$ cat config.mk
export PLATFORM = sky130hd
export DESIGN_NAME = srl_fifo_16
export DESIGN_NICKNAME = d
export VERILOG_FILES = /design/src/rtl/srl_fifo_16.sv
export SDC_FILE = /design/constraint.sdc
export NUM_CORES = 1
export LEC_CHECK = 0
export BUFFER_PORTS_ARGS = -buffer_cell sky130_fd_sc_hd__buf_4
export CAP_MARGIN = 20
export CORE_MARGIN = 2
export CORE_UTILIZATION = 38
export CTS_CLUSTER_DIAMETER = 40
export CTS_CLUSTER_SIZE = 14
export DETAILED_ROUTE_END_ITERATION = 10
export PLACE_DENSITY = 0.51
export RECOVER_POWER = 25
export SLEW_MARGIN = 20
export SYNTH_ARGS = -nofsm -noshare
export SYNTH_HDL_FRONTEND = slang
export SYNTH_SLANG_ARGS = --single-unit
$ cat constraint.sdc
create_clock -name CLK -period 26 [get_ports CLK]
set_input_delay 3.9 -clock CLK [delete_from_list [all_inputs] [get_ports CLK]]
set_output_delay 3.9 -clock CLK [all_outputs]
set_load 0.01 [all_outputs]
$ cat src/rtl/srl_fifo_16.sv
// srl_fifo_16: 16-deep synchronous FIFO on shift-register (SRL16-style) storage.
// Writes shift in at sr[0]; reads tap the oldest entry at sr[COUNT-1].
module srl_fifo_16 #(
    parameter int unsigned WIDTH     = 16,
    parameter int unsigned AFULL_LVL = 12
) (
    input  logic             CLK,
    input  logic             RST,
    input  logic             WR_EN,
    input  logic [WIDTH-1:0] DIN,
    input  logic             RD_EN,
    output logic [WIDTH-1:0] DOUT,
    output logic             VALID,
    output logic             EMPTY,
    output logic             FULL,
    output logic             ALMOST_FULL,
    output logic [4:0]       COUNT,
    output logic             OVERFLOW,
    output logic             UNDERFLOW
);

    localparam logic [4:0] AFULL_CNT = 5'(AFULL_LVL);
    localparam logic [4:0] DEPTH_CNT = 5'd16;

    logic [WIDTH-1:0] sr [16];
    logic             wr_acc;
    logic             rd_acc;
    logic [3:0]       tap;

    // Accept decisions use pre-edge flags, so a full FIFO rejects a write even
    // when a read is accepted in the same cycle.
    always_comb begin
        wr_acc = WR_EN && !FULL;
        rd_acc = RD_EN && !EMPTY;
        // COUNT=16 wraps to tap 15; tap is don't-care when COUNT=0.
        tap    = COUNT[3:0] - 4'd1;
    end

    // Flags are decoded straight from the registered occupancy.
    always_comb begin
        EMPTY       = (COUNT == 5'd0);
        FULL        = (COUNT == DEPTH_CNT);
        ALMOST_FULL = (COUNT >= AFULL_CNT);
    end

    // Storage shift chain; deliberately unreset so it can map onto SRL primitives.
    always_ff @(posedge CLK) begin
        if (wr_acc && !RST) begin
            sr[0] <= DIN;
            for (int i = 1; i < 16; i++) begin
                sr[i] <= sr[i-1];
            end
        end
    end

    // Occupancy counter; simultaneous accepted read and write leave it unchanged.
    always_ff @(posedge CLK) begin
        if (RST) begin
            COUNT <= 5'd0;
        end else if (wr_acc && !rd_acc) begin
            COUNT <= COUNT + 5'd1;
        end else if (rd_acc && !wr_acc) begin
            COUNT <= COUNT - 5'd1;
        end
    end

    // Registered read data and status pulses.
    always_ff @(posedge CLK) begin
        if (RST) begin
            DOUT      <= '0;
            VALID     <= 1'b0;
            OVERFLOW  <= 1'b0;
            UNDERFLOW <= 1'b0;
        end else begin
            if (rd_acc) begin
                DOUT <= sr[tap];
            end
            VALID     <= rd_acc;
            OVERFLOW  <= WR_EN && FULL;
            UNDERFLOW <= RD_EN && EMPTY;
        end
    end

endmodule
Word level (Yosys, flattened, before mapping)
Memory sizes are Yosys's and may differ from the RTL's. A register that Yosys moved wholly into a read port is not among the register bits.
Cells that the tools add are included.
{ "word_totals": {"ff_bits": 8, "ram_bits": 256, "in_bits": 20, "out_inout_bits": 27, "memories": 1} }
{ "memory_table": {"columns": ["memory", "depth", "word_bits", "read_ports", "rd_ports_with_merged_regs", "wr", "line_no", "source"], "rows": [
  ["sr", 16, 16, 16, 1, 16, "25", "logic [WIDTH-1:0] sr [16];"]
]} }
{ "classes": {"add_sub_neg": 3, "magnitude_cmp": 1, "eq_ne": 1, "n_mux": 4, "n_reduce_logical": 14} }
{ "ops": {"columns": ["cell", "count"], "rows": [
  ["$mux W5", 2],
  ["$logic_and A1 B1 Y1", 7],
  ["$add A5 B1 Y5 const B", 1],
  ["$eq A5 B5 Y1 const B", 1],
  ["$ge A5 B4 Y1 const B", 1],
  ["$logic_not A1 Y1", 5],
  ["$logic_not A5 Y1", 1],
  ["$sub A5 B1 Y5 const B", 1],
  ["$sub A4 B1 Y4 const B", 1],
  ["$mux W1", 2],
  ["$reduce_bool A2 Y1", 1]
]} }

Depth between registers and ports, before layout
Gate-level depths: netlist of the first run.
{ "logic_depth": {"ltp_word": 7, "depth_mapped": 15, "mapped_depth_nobuf": 12} }

Worst setup path after synthesis of the first run
Ideal clock, no wire load.
{ "synth_timing": {"path_type": "in2reg", "start": "input port RST", "end": "memory sr[0][0], enable pin", "t_arrival_ns": 22.614, "required_ns": 24.761, "slack_ns": 2.147, "stages": 2, "path_buffers": 1, "path_cell_list": "clkbuf_1 -> nor3b_1"} }
{ "synth_lines": {"columns": ["element", "line_no", "source"], "rows": [
  ["start: declaration", "8", "input logic RST,"],
  ["end: declaration", "25", null]
]} }

Final worst setup path of the first run
{ "layout_timing": {"start": "register COUNT[0]", "end": "output port FULL"} }
{ "layout_between": {"elab_chain_cells": 1} }
{ "layout_lines": {"columns": ["element", "line_no", "source"], "rows": [
  ["start: declaration", "17", "output logic [4:0] COUNT,"],
  ["start signal: assignment", "61", "COUNT <= COUNT + 5'd1;"],
  ["start signal: assignment", "63", "COUNT <= COUNT - 5'd1;"],
  ["$eq A5 B5 Y1", "42", "FULL = (COUNT == DEPTH_CNT);"],
  ["end: declaration", "15", "output logic FULL,"]
]} }
Every way passes these cells.

==> key figures, run 1 <==
Timing
  • Fin. max-slew vios: 0
  • Least-Margin Pin Slew: 1050 ps
  • Final setup skew: 17.8 ps
  • RSZ-0062 raised after global routing: no
  • Final hold violation count: 0
  • Max-slew headroom: 30.1%
  • Setup violations, final: 0
  • Fmax achieved: roughly 160 MHz
  • Sum Neg Setup Slack: 0 ps
  • Tcrit/Tclk final: between 20% and 30%
  • Final Critical Period: around 6400 ps

Job
  • Maxcap violations: 0

Setup path
  • Required time worst endpoint: 22100 ps
  • Crit path arrival time: 2480 ps
  • Setup CP Type: flop to output port
  • Worst setup EP type: output port
  • Slowest cell delay on critical path: 610 ps
  • Reg2reg setup slack: 22360 ps
  • CP startpoint kind: flop
  • Crit-path max FO: 18
  • CP cell instances: inv_2 -> ha_2 -> nor4bb_1 -> buf_4
  • Slowest CP cell: nor4bb_1

Clock tree
  • Max H-tree Level: 2
  • TritonCTS clock tree: done
  • # Post-CTS Setup Buffers: 0
  • Post-CTS sizing: 0
  • CTS clk-pin slew, worst paths: 50 ps
  • Clock sink total: 280
  • Hold-fix buffers, CTS: 0
  • CTS Root Cell: clkbuf_16
  • TritonCTS buffer count: 40
  • Clock latency on the worst-skew pair: around 520 ps
  • CTS Buffer Depth: 3

Logic synthesis
  • Area leader, netlist: edfxtp_1
  • Fraction of registers with async set/reset: 0%
  • Post-synth EDFFs: 256
  • Top post-synthesis cells by area: edfxtp_1 72%, mux4_2 14%, dfxtp_1 4.5%, mux2i_1 3.2%, a21o_1 1.3%
  • Synth Flop Type: edfxtp_1
  • Post-synth top area share: 72.4%
  • Synth Instances: 477
  • Synthesis Warnings: 0
  • Syn_nets: between 500 and 600
  • Mean Syn Cell Area: 22.3 µm²
  • Sequential area share after synthesis: 76.9%
  • Post-Synthesis Cell Area: 10600 µm²
  • Yosys cell types: 31
  • #FFs+latches synth: 280

Finish
  • Final Net Count: approximately 580
  • Commonest non-fill, non-tap cell in the layout: edfxtp_1
  • Fillcell total: 2389
  • Final Cell Area: 12700 µm²
  • ANT cells: 0
  • Commonest non-fill, non-tap cells in the layout: 256 x edfxtp_1, 64 x mux4_2, 51 x buf_4
  • Post-route insts no fill: 958
  • Seq. cell area: 8170 µm²
  • Area of the multi-input gates: 2330 µm²
  • Area delta synth->final: 19.5%
  • Share of post-route cells with drive strength above 1: a little under a third

Detailed routing
  • Starting DRT DRC Count: 284
  • Via density: between 5 and 6
  • First-pass DRT Iterations: 4
  • DRC Markers: 0
  • Via count: 4830
  • Drt total wl: approximately 19000 µm
  • Routed Antenna Nets: 0
  • Routed len/inst: about 19 µm

Floorplan
  • Core outline area: 27600 µm²
  • DIE AREA: between 20000 and 30000 µm²
  • Chip width: 171 µm
  • Top-Level Pins: 47
  • Initial core utilization: 38.4%
  • Rows: 61
  • Die H: approximately 170 µm

Power and ir drop
  • Combinational power share: 26.2%
  • Seq pwr share: 39.0%
  • VDD IR max: 0.0000600 V
  • Internal power: 1.07 mW
  • Clock network fraction of design power: 34.7%
  • Leakage power: 4.47 nW
  • PwrDens: between 100 and 150 nW/µm²
  • Net Switching: 0.415 mW
  • Sw frac: 28.0%

Global route
  • Maximum number of pins on one net before global-route repair: 178
  • GRT overflow: 0
  • Gr usage total: 13.2%
  • Vias in the first global route: 5229
  • Initial antenna violation count: 0
  • First-pass GRT wire length: 29400 µm

Status
  • Status: finished clean

Place
  • Area after DPL: 11400 µm²
  • HPWL after DPL: about 10000 µm
  • Cell Count Post-Placement: a little under 900
  • IO Port Bufs: 46
  • RD Place Congestion: 0.725

Hold path
  • Hold WC Path Type: flop to flop
[final timing paths]
kind | startpoint | endpoint | cells after the start
hold / removal | sr[13][10]$_DFFE_PP_ | sr[14][10]$_DFFE_PP_ | 0
setup / recovery | COUNT[0]$_SDFFE_PP0P_ | FULL | 4
hold reg to reg | sr[13][10]$_DFFE_PP_ | sr[14][10]$_DFFE_PP_ | 0
setup reg to reg | COUNT[0]$_SDFFE_PP0P_ | DOUT[1]$_SDFFE_PP0P_ | 8
[metrics by stage]
| step | utilization, % | hold WS [ps] | power, mW | setup slack (ps) |
|---|---|---|---|---|
| global route | 45.9 | 449 | 1.56 | 19490 |
| detailed placement | 41.2 | 428 | 0.989 | 19670 |
| finish | 45.9 | 439 | 1.48 | 19620 |
| floorplan | - | 421 | 0.907 | 2150 |
| CTS | 45.9 | 439 | 1.51 | 19570 |
| global placement | 41.2 | 422 | 0.980 | 19800 |
[worst max-delay path: cells and delay by family, from the launching register on]
family | cells | cell delay [ps]
DFF | 1 | 320
buffers and inverters | 2 | 740
adders and majority gates | 1 | 300
and+or+nand+nor | 1 | 610
[flip-flops by register name, summed over array words and instances, names as in the netlist]
signal / cells
DOUT: 16
sr: 256
UNDERFLOW: 1
VALID: 1
COUNT: 5
OVERFLOW: 1
[per-layer routing]
metal	vias up	wire [µm]	global-route usage, %
met1	2532	8510	18.5
met2	105	8820	20.2
met4	0	479	5.38
met3	43	764	2.73
li1	2150	-	-
met5	-	0	0
[synth_stat cells (2+ instances only)]
cell type / instances
nand2_1: 2
or3_1: 2
xor2_1: 3
a21o_1: 19
edfxtp_1: 256
inv_1: 2
xnor2_1: 3
o22ai_1: 16
inv_2: 2
ha_1: 6
mux4_2: 64
nor2_1: 7
buf_1: 2
mux2i_1: 34
buf_2: 10
a21oi_1: 5
clkbuf_1: 7
dfxtp_1: 24
[area by class of cell]
cell class,instances,area share [%]
Inverter,4,0.118
Sequential cell,280,64.4
Timing Repair Buffer,52,3.17
Clock buffer,49,8.57
Clock inverter,25,1.69
Tap cell,378,3.73
Multi-Input combinational cell,170,18.4
[logic make-up after synthesis]
| logic type | Yosys count | share of synthesized area (%) |
|---|---|---|
| multiplexers | 98 | 16.8 |
| adder cells (fa/ha/maj) | 7 | 0.895 |
| AND/OR/NAND/NOR | 18 | 0.978 |
| AO/OA/AOI/OAI | 41 | 2.57 |
| buffers and inverters | 27 | 1.37 |
| flip-flops | 280 | 76.9 |
| XOR/XNOR | 6 | 0.495 |
[power groups by stage]
| stage | combinational, mW | sequential [mW] | clock [mW] |
|---|---|---|---|
| detailed placement | 0.401 | 0.588 | 0 |
| finish | 0.389 | 0.579 | 0.515 |
| CTS | 0.402 | 0.579 | 0.530 |
| global route | 0.428 | 0.585 | 0.548 |
| global placement | 0.396 | 0.584 | 0 |
| floorplan | 0.305 | 0.602 | 0 |
Note: power is estimated with default switching activity, not from simulation.
==> run 2: changes to the inputs <==
--- a/config.mk
+++ b/config.mk
@@ -12,7 +12,7 @@
 export CTS_CLUSTER_DIAMETER = 40
 export CTS_CLUSTER_SIZE = 14
 export DETAILED_ROUTE_END_ITERATION = 10
-export PLACE_DENSITY = 0.51
+export PLACE_DENSITY = 0.53
 export RECOVER_POWER = 25
 export SLEW_MARGIN = 20
 export SYNTH_ARGS = -nofsm -noshare
==> constraint.sdc (replaced) <==
create_clock -name CLK -period 5.5 [get_ports CLK]
set_input_delay 0.825 -clock CLK [delete_from_list [all_inputs] [get_ports CLK]]
set_output_delay 0.825 -clock CLK [all_outputs]
set_load 0.01 [all_outputs]
==> run 2 against run 1 <==
  * Critical path depth grew 8
  * Cell count shrank 0.52%
  * Routed wire length grew 1.2%
  * Die area is the same
  * Total power grew to 4.7 times the previous value
==> key figures, run 2 (same netlist as run 1, synthesis figures left out) <==
Finish
  • ANT cells: 0 (unchanged)
  • Area of the multi-input gates: 2360 µm² (was 2330 µm²)
  • Most flops, register: sr (unchanged)
  • Share of post-route cells with drive strength above 1: 32.3% (was 31.9%)
  • Final Net Count: 573 (was 575)
  • Commonest non-fill, non-tap cells in the layout: 256 x edfxtp_1, 64 x mux4_2, 40 x clkbuf_16 (was 256 x edfxtp_1, 64 x mux4_2, 51 x buf_4)
  • Final Cell Area: 12700 µm² (about the same)
  • Fillcell total: 2379 (was 2389)
  • Leading registers by flop count: sr: 256 flops, DOUT: 16 flops, COUNT: 5 flops (unchanged)
  • Max reg flops: 256 (unchanged)
  • Area delta synth->final: 19.7% (was 19.5%)
  • Seq. cell area: 8170 µm² (about the same)
  • Commonest non-fill, non-tap cell in the layout: edfxtp_1 (unchanged)

Power and ir drop
  • Clock network fraction of design power: 34.0% (was 34.7%)
  • VDD IR max: 0.000233 V (was 0.0000600 V)
  • Combinational power share: 26.9% (was 26.2%)
  • Net Switching: 1.98 mW (was 0.415 mW)
  • Sw frac: 28.3% (was 28.0%)
  • PwrDens: 552 nW/µm² (was 117 nW/µm²)
  • Seq pwr share: 39.1% (was 39.0%)
  • Leakage power: 4.48 nW (was 4.47 nW)
  • Tot Pwr: 7.01 mW (was 1.48 mW)
  • Internal power: 5.03 mW (was 1.07 mW)

Clock tree
  • CTS Root Cell: clkbuf_16 (unchanged)
  • Clock latency on the worst-skew pair: 520 ps (about the same)
  • # Post-CTS Setup Buffers: 0 (unchanged)
  • Max H-tree Level: 2 (unchanged)
  • TritonCTS buffer count: 39 (was 40)
  • Hold-fix buffers, CTS: 0 (unchanged)
  • CTS Buffer Depth: 3 (unchanged)
  • CTS clk-pin slew, worst paths: 60 ps (was 50 ps)
  • TritonCTS clock tree: done (unchanged)
  • Post-CTS sizing: 0 (unchanged)
  • Clock sink total: 280 (unchanged)

Global route
  • Maximum number of pins on one net before global-route repair: 154 (was 178)
  • GRT overflow: 0 (unchanged)
  • First-pass GRT wire length: 29700 µm (was 29400 µm)
  • Initial antenna violation count: 0 (unchanged)
  • Met2 Use GR: 20.3% (was 20.2%)
  • GR Util met1: 18.5% (about the same)
  • Gr usage total: 13.1% (was 13.2%)
  • Grt met3 use: 2.75% (was 2.73%)
  • Vias in the first global route: 5155 (was 5229)
  • Most Crowded Layer GR: met2 (unchanged)

Timing
  • Sum Neg Setup Slack: 0 ps (unchanged)
  • RSZ-0062 raised after global routing: no (unchanged)
  • Max-slew headroom: 30.4% (was 30.1%)
  • Setup violations, final: 0 (unchanged)
  • Fin. max-slew vios: 0 (unchanged)
  • Fmax achieved: 337 MHz
  • Final hold violation count: 0 (unchanged)
  • Final setup skew: 13.7 ps (was 17.8 ps)
  • Tcrit/Tclk final: 53.9%
  • Final Critical Period: about 3000 ps
  • Least-Margin Pin Slew: 1040 ps (was 1050 ps)
  • Worst Slack Setup Final: 2540 ps (was 19620 ps)

Detailed routing
  • Via count: 4804 (was 4830)
  • DRC Markers: 0 (unchanged)
  • First-pass DRT Iterations: 4 (unchanged)
  • Routed Antenna Nets: 0 (unchanged)
  • Via density: 5.04 (about the same)
  • Routed len/inst: 19.7 µm (was 19.4 µm)
  • Starting DRT DRC Count: 390 (was 284)
  • Drt total wl: 18800 µm (was 18600 µm)

Place
  • RD Place Congestion: 0.718 (was 0.725)
  • IO Port Bufs: 46 (unchanged)
  • Area after DPL: 11500 µm² (was 11400 µm²)
  • Dpl ws: 2540 ps (was 19670 ps)
  • HPWL after DPL: 10100 µm (was 10300 µm)

Setup path
  • Crit-path max FO: 18 (unchanged)
  • Reg2reg setup slack: 2540 ps (was 22360 ps)
  • Worst setup EP type: flop (was output port)
  • Crit path arrival time: 3410 ps (was 2480 ps)
  • CP startpoint kind: flop (unchanged)
  • Setup CP Type: flop to flop (was flop to output port)
  • Required time worst endpoint: 5940 ps (was 22100 ps)

Hold path
  • Hold WC Path Type: flop to flop (unchanged)

Floorplan
  • Chip width: 171 µm (unchanged)
  • Top-Level Pins: 47 (unchanged)
  • Rows: 61 (unchanged)
  • DIE AREA: 29300 µm² (unchanged)
  • Core outline area: 27600 µm² (unchanged)
  • Die H: 171 µm (unchanged)
  • Initial core utilization: 38.4% (unchanged)

Job
  • Maxcap violations: 0 (unchanged)

Status
  • Status: finished clean (unchanged)
-- run 2: path summary, 6_finish.rpt --
path	endpoint	cells after the start	from
setup / recovery	COUNT[4]$_SDFFE_PP0P_	12	COUNT[0]$_SDFFE_PP0P_
hold / removal	sr[7][5]$_DFFE_PP_	0	sr[6][5]$_DFFE_PP_
setup reg to reg	COUNT[4]$_SDFFE_PP0P_	12	COUNT[0]$_SDFFE_PP0P_
hold reg to reg	sr[7][5]$_DFFE_PP_	0	sr[6][5]$_DFFE_PP_
-- run 2: per-layer routing --
metal,routed length [µm],vias up,part of all wire (%)
li1,-,2146,-
met1,8830,2535,47
met2,8820,82,47
met3,672,41,3.6
met4,477,0,2.5
met5,0,-,0
-- run 2: area by class of cell --
cell class	count	share of cell area, %
clock inverters	26	1.83
repair buffers	51	3.31
well taps	378	3.72
clock buffers	44	8.07
flip-flops and latches	280	64.3
multi-input cells	170	18.6
inverters	4	0.216
-- run 2: power by group through the flow --
stage / Sequential [mW] / Clock [mW] / Combinational (mW)
finish: 2.74 / 2.38 / 1.88
global route: 2.77 / 2.54 / 2.05
CTS: 2.75 / 2.46 / 1.93
detailed placement: 2.79 / 0 / 1.92
global placement: 2.77 / 0 / 1.90
floorplan: 2.78 / 0 / 1.49
-- run 2: worst max-delay path, stage by stage, from the launching register on --
cell	delay, ps
dfxtp_4	370
inv_12	150
ha_4	160
or4b_4	480
nand2_1	100
ha_1	190
inv_1	110
fa_1	430
a21o_1	190
a21oi_1	160
xnor2_1	90
or3_1	310
a21oi_1	140
-- run 2: metrics by stage --
stage               hold WS [ps]  utilization [%]  cells
floorplan                    421                -    477
global placement             425             41.5    883
finish                       441             46.0    953
global route                 446             46.0    953
CTS                          443             46.0    953
detailed placement           430             41.5    883
==> run 3: changes to the inputs <==
==> constraint.sdc (replaced) <==
create_clock -name CLK -period 2.6 [get_ports CLK]
set_input_delay 0.39 -clock CLK [delete_from_list [all_inputs] [get_ports CLK]]
set_output_delay 0.39 -clock CLK [all_outputs]
set_load 0.01 [all_outputs]
==> run 3 against run 2 <==
  * Flip-flop and latch count did not move
  * Utilization rose by 1.7 points
  * Sequential share of layout area fell by 2.3 points
  * Clock skew rose by 3.7 ps
  * Cell count rose by 2.8%
  * Via count rose by 1.6%
  * Critical path depth did not move
  * Global-route usage rose by 0.39 points
  * Critical endpoint unchanged
==> key figures, run 3 (same netlist as run 1, synthesis figures left out) <==
Power and ir drop
  • Leakage power: 4.67 nW (was 4.48 nW)
  • Tot Pwr: 15.8 mW (was 7.01 mW)
  • PwrDens: 1200 nW/µm² (was 552 nW/µm²)
  • VDD IR max: 0.000655 V (was 0.000233 V)

Global route
  • Gr usage total: 13.5% (was 13.1%)
  • First-pass GRT wire length: 30100 µm (was 29700 µm)
  • Maximum number of pins on one net before global-route repair: 61 (was 154)
  • GRT overflow: 0 (unchanged)
  • Vias in the first global route: 5240 (was 5155)
  • Initial antenna violation count: 0 (unchanged)

Timing
  • Tcrit/Tclk final: 98.4% (was 53.9%)
  • Setup violations, final: 0 (unchanged)
  • Final setup skew: 17.4 ps (was 13.7 ps)
  • Least-Margin Pin Slew: 330 ps (was 1040 ps)
  • Final hold violation count: 0 (unchanged)
  • Fmax achieved: 391 MHz (was 337 MHz)
  • RSZ-0062 raised after global routing: yes (was no)
  • Final Critical Period: 2560 ps (was 2960 ps)
  • Max-slew headroom: 78.0% (was 30.4%)
  • Fin. max-slew vios: 0 (unchanged)

Setup path
  • Crit-path max FO: 4 (was 18)
  • Setup CP Type: flop to flop (unchanged)
  • Reg2reg setup slack: 40 ps (was 2540 ps)
  • Required time worst endpoint: 3040 ps (was 5940 ps)
  • CP startpoint kind: flop (unchanged)
  • Worst setup EP type: flop (unchanged)
  • Crit path arrival time: 3000 ps (was 3410 ps)

Place
  • IO Port Bufs: 46 (unchanged)
  • Area after DPL: 11700 µm² (was 11500 µm²)
  • HPWL after DPL: 11100 µm (was 10100 µm)
  • RD Place Congestion: 0.696 (was 0.718)

Detailed routing
  • Drt total wl: 19200 µm (was 18800 µm)
  • First-pass DRT Iterations: 4 (unchanged)
  • Via density: 4.98 (was 5.04)
  • Starting DRT DRC Count: 241 (was 390)
  • Routed Antenna Nets: 0 (unchanged)
  • Routed len/inst: 19.6 µm (was 19.7 µm)
  • Via count: 4880 (was 4804)
  • DRC Markers: 0 (unchanged)

Clock tree
  • Clock latency on the worst-skew pair: 520 ps (about the same)
  • Max H-tree Level: 2 (unchanged)
  • Hold-fix buffers, CTS: 0 (unchanged)
  • TritonCTS buffer count: 39 (unchanged)
  • CTS Root Cell: clkbuf_16 (unchanged)
  • Clock sink total: 280 (unchanged)
  • TritonCTS clock tree: done (unchanged)
  • CTS clk-pin slew, worst paths: 60 ps (about the same)
  • CTS Buffer Depth: 3 (unchanged)

Hold path
  • Hold WC Path Type: primary input to flop (was flop to flop)

Floorplan
  • Initial core utilization: 38.4% (unchanged)
  • Die H: 171 µm (unchanged)
  • Rows: 61 (unchanged)
  • Chip width: 171 µm (unchanged)
  • Core outline area: 27600 µm² (unchanged)
  • DIE AREA: 29300 µm² (unchanged)
  • Top-Level Pins: 47 (unchanged)

Finish
  • Fillcell total: 2330 (was 2379)
  • Max reg flops: 256 (unchanged)
  • Final Cell Area: 13200 µm² (was 12700 µm²)
  • ANT cells: 0 (unchanged)
  • Commonest non-fill, non-tap cell in the layout: edfxtp_1 (unchanged)
  • Share of post-route cells with drive strength above 1: 37.0% (was 32.3%)
  • Post-layout util: 47.7% (was 46.0%)
  • Commonest non-fill, non-tap cells in the layout: 256 x edfxtp_1, 64 x mux4_2, 45 x buf_4 (was 256 x edfxtp_1, 64 x mux4_2, 40 x clkbuf_16)
  • Area delta synth->final: 24.2% (was 19.7%)
  • Leading registers by flop count: sr: 256 flops, DOUT: 16 flops, COUNT: 5 flops (unchanged)
  • Most flops, register: sr (unchanged)
  • Final Net Count: 598 (was 573)

Status
  • Status: finished clean (unchanged)

Job
  • Maxcap violations: 0 (unchanged)
run 3: final timing paths:
path | depth (start not counted) | start | to
hold / removal | 1 | DIN[4] | sr[0][4]$_DFFE_PP_
setup reg to reg | 12 | COUNT[0]$_SDFFE_PP0P_ | COUNT[4]$_SDFFE_PP0P_
setup / recovery | 12 | COUNT[0]$_SDFFE_PP0P_ | COUNT[4]$_SDFFE_PP0P_
hold reg to reg | 0 | sr[1][12]$_DFFE_PP_ | sr[2][12]$_DFFE_PP_
run 3: cell type report:
class	instances	area (µm²)	area share, %
clock buffer	42	1010	7.65
clock inverter	30	329	2.49
inverter	4	30.0	0.228
multi-input combinational	170	2420	18.4
sequential	280	8170	62.0
tap	378	473	3.59
timing repair buffer	76	753	5.71
run 3: power breakdown:
part | internal, mW | switching (mW)
sequential | 5.51 | 0.240
combinational | 2.54 | 2.19
clock | 3.28 | 2.03
run 3: repair_timing:
item | in CTS | in global routing
cloned | 1 | 0
endpoints found under the setup margin | 3 | 12
resized for setup | 3 | 4
setup buffers | 6 | 1
pin swaps | 0 | 1
hold endpoints to repair | 0 | 0
run 3: critical path, stage by stage, from the launching register on:
cell and delay [ps]:
dfxtp_4 370, inv_12 60, ha_4 120, or4b_4 490
nand2_4 90, ha_4 150, inv_4 50, fa_2 370
a21o_1 180, a21oi_2 120, xnor2_1 80, or3_1 300
a21oi_1 120
run 3: metrics by stage:
step	setup TNS [ps]	worst slack [ps]	instances	hold WS, ps
after global placement	-86.7	-86.7	900	425
after detailed placement	-153	-147	900	428
final	0	42.8	980	67.6
after CTS	0	0.803	979	17.0
after floorplan	-1422280	-5550	477	421
after global routing	-254	-76.0	980	47.3
run 3: routing by layer:
metal  wire length, µm  vias up  track usage (%)
met3               797       40             3.05
met1              8680     2532             18.6
met4               520        0             5.05
met2              9220      105             21.2
li1                  -     2203                -
met5                 0        -                0
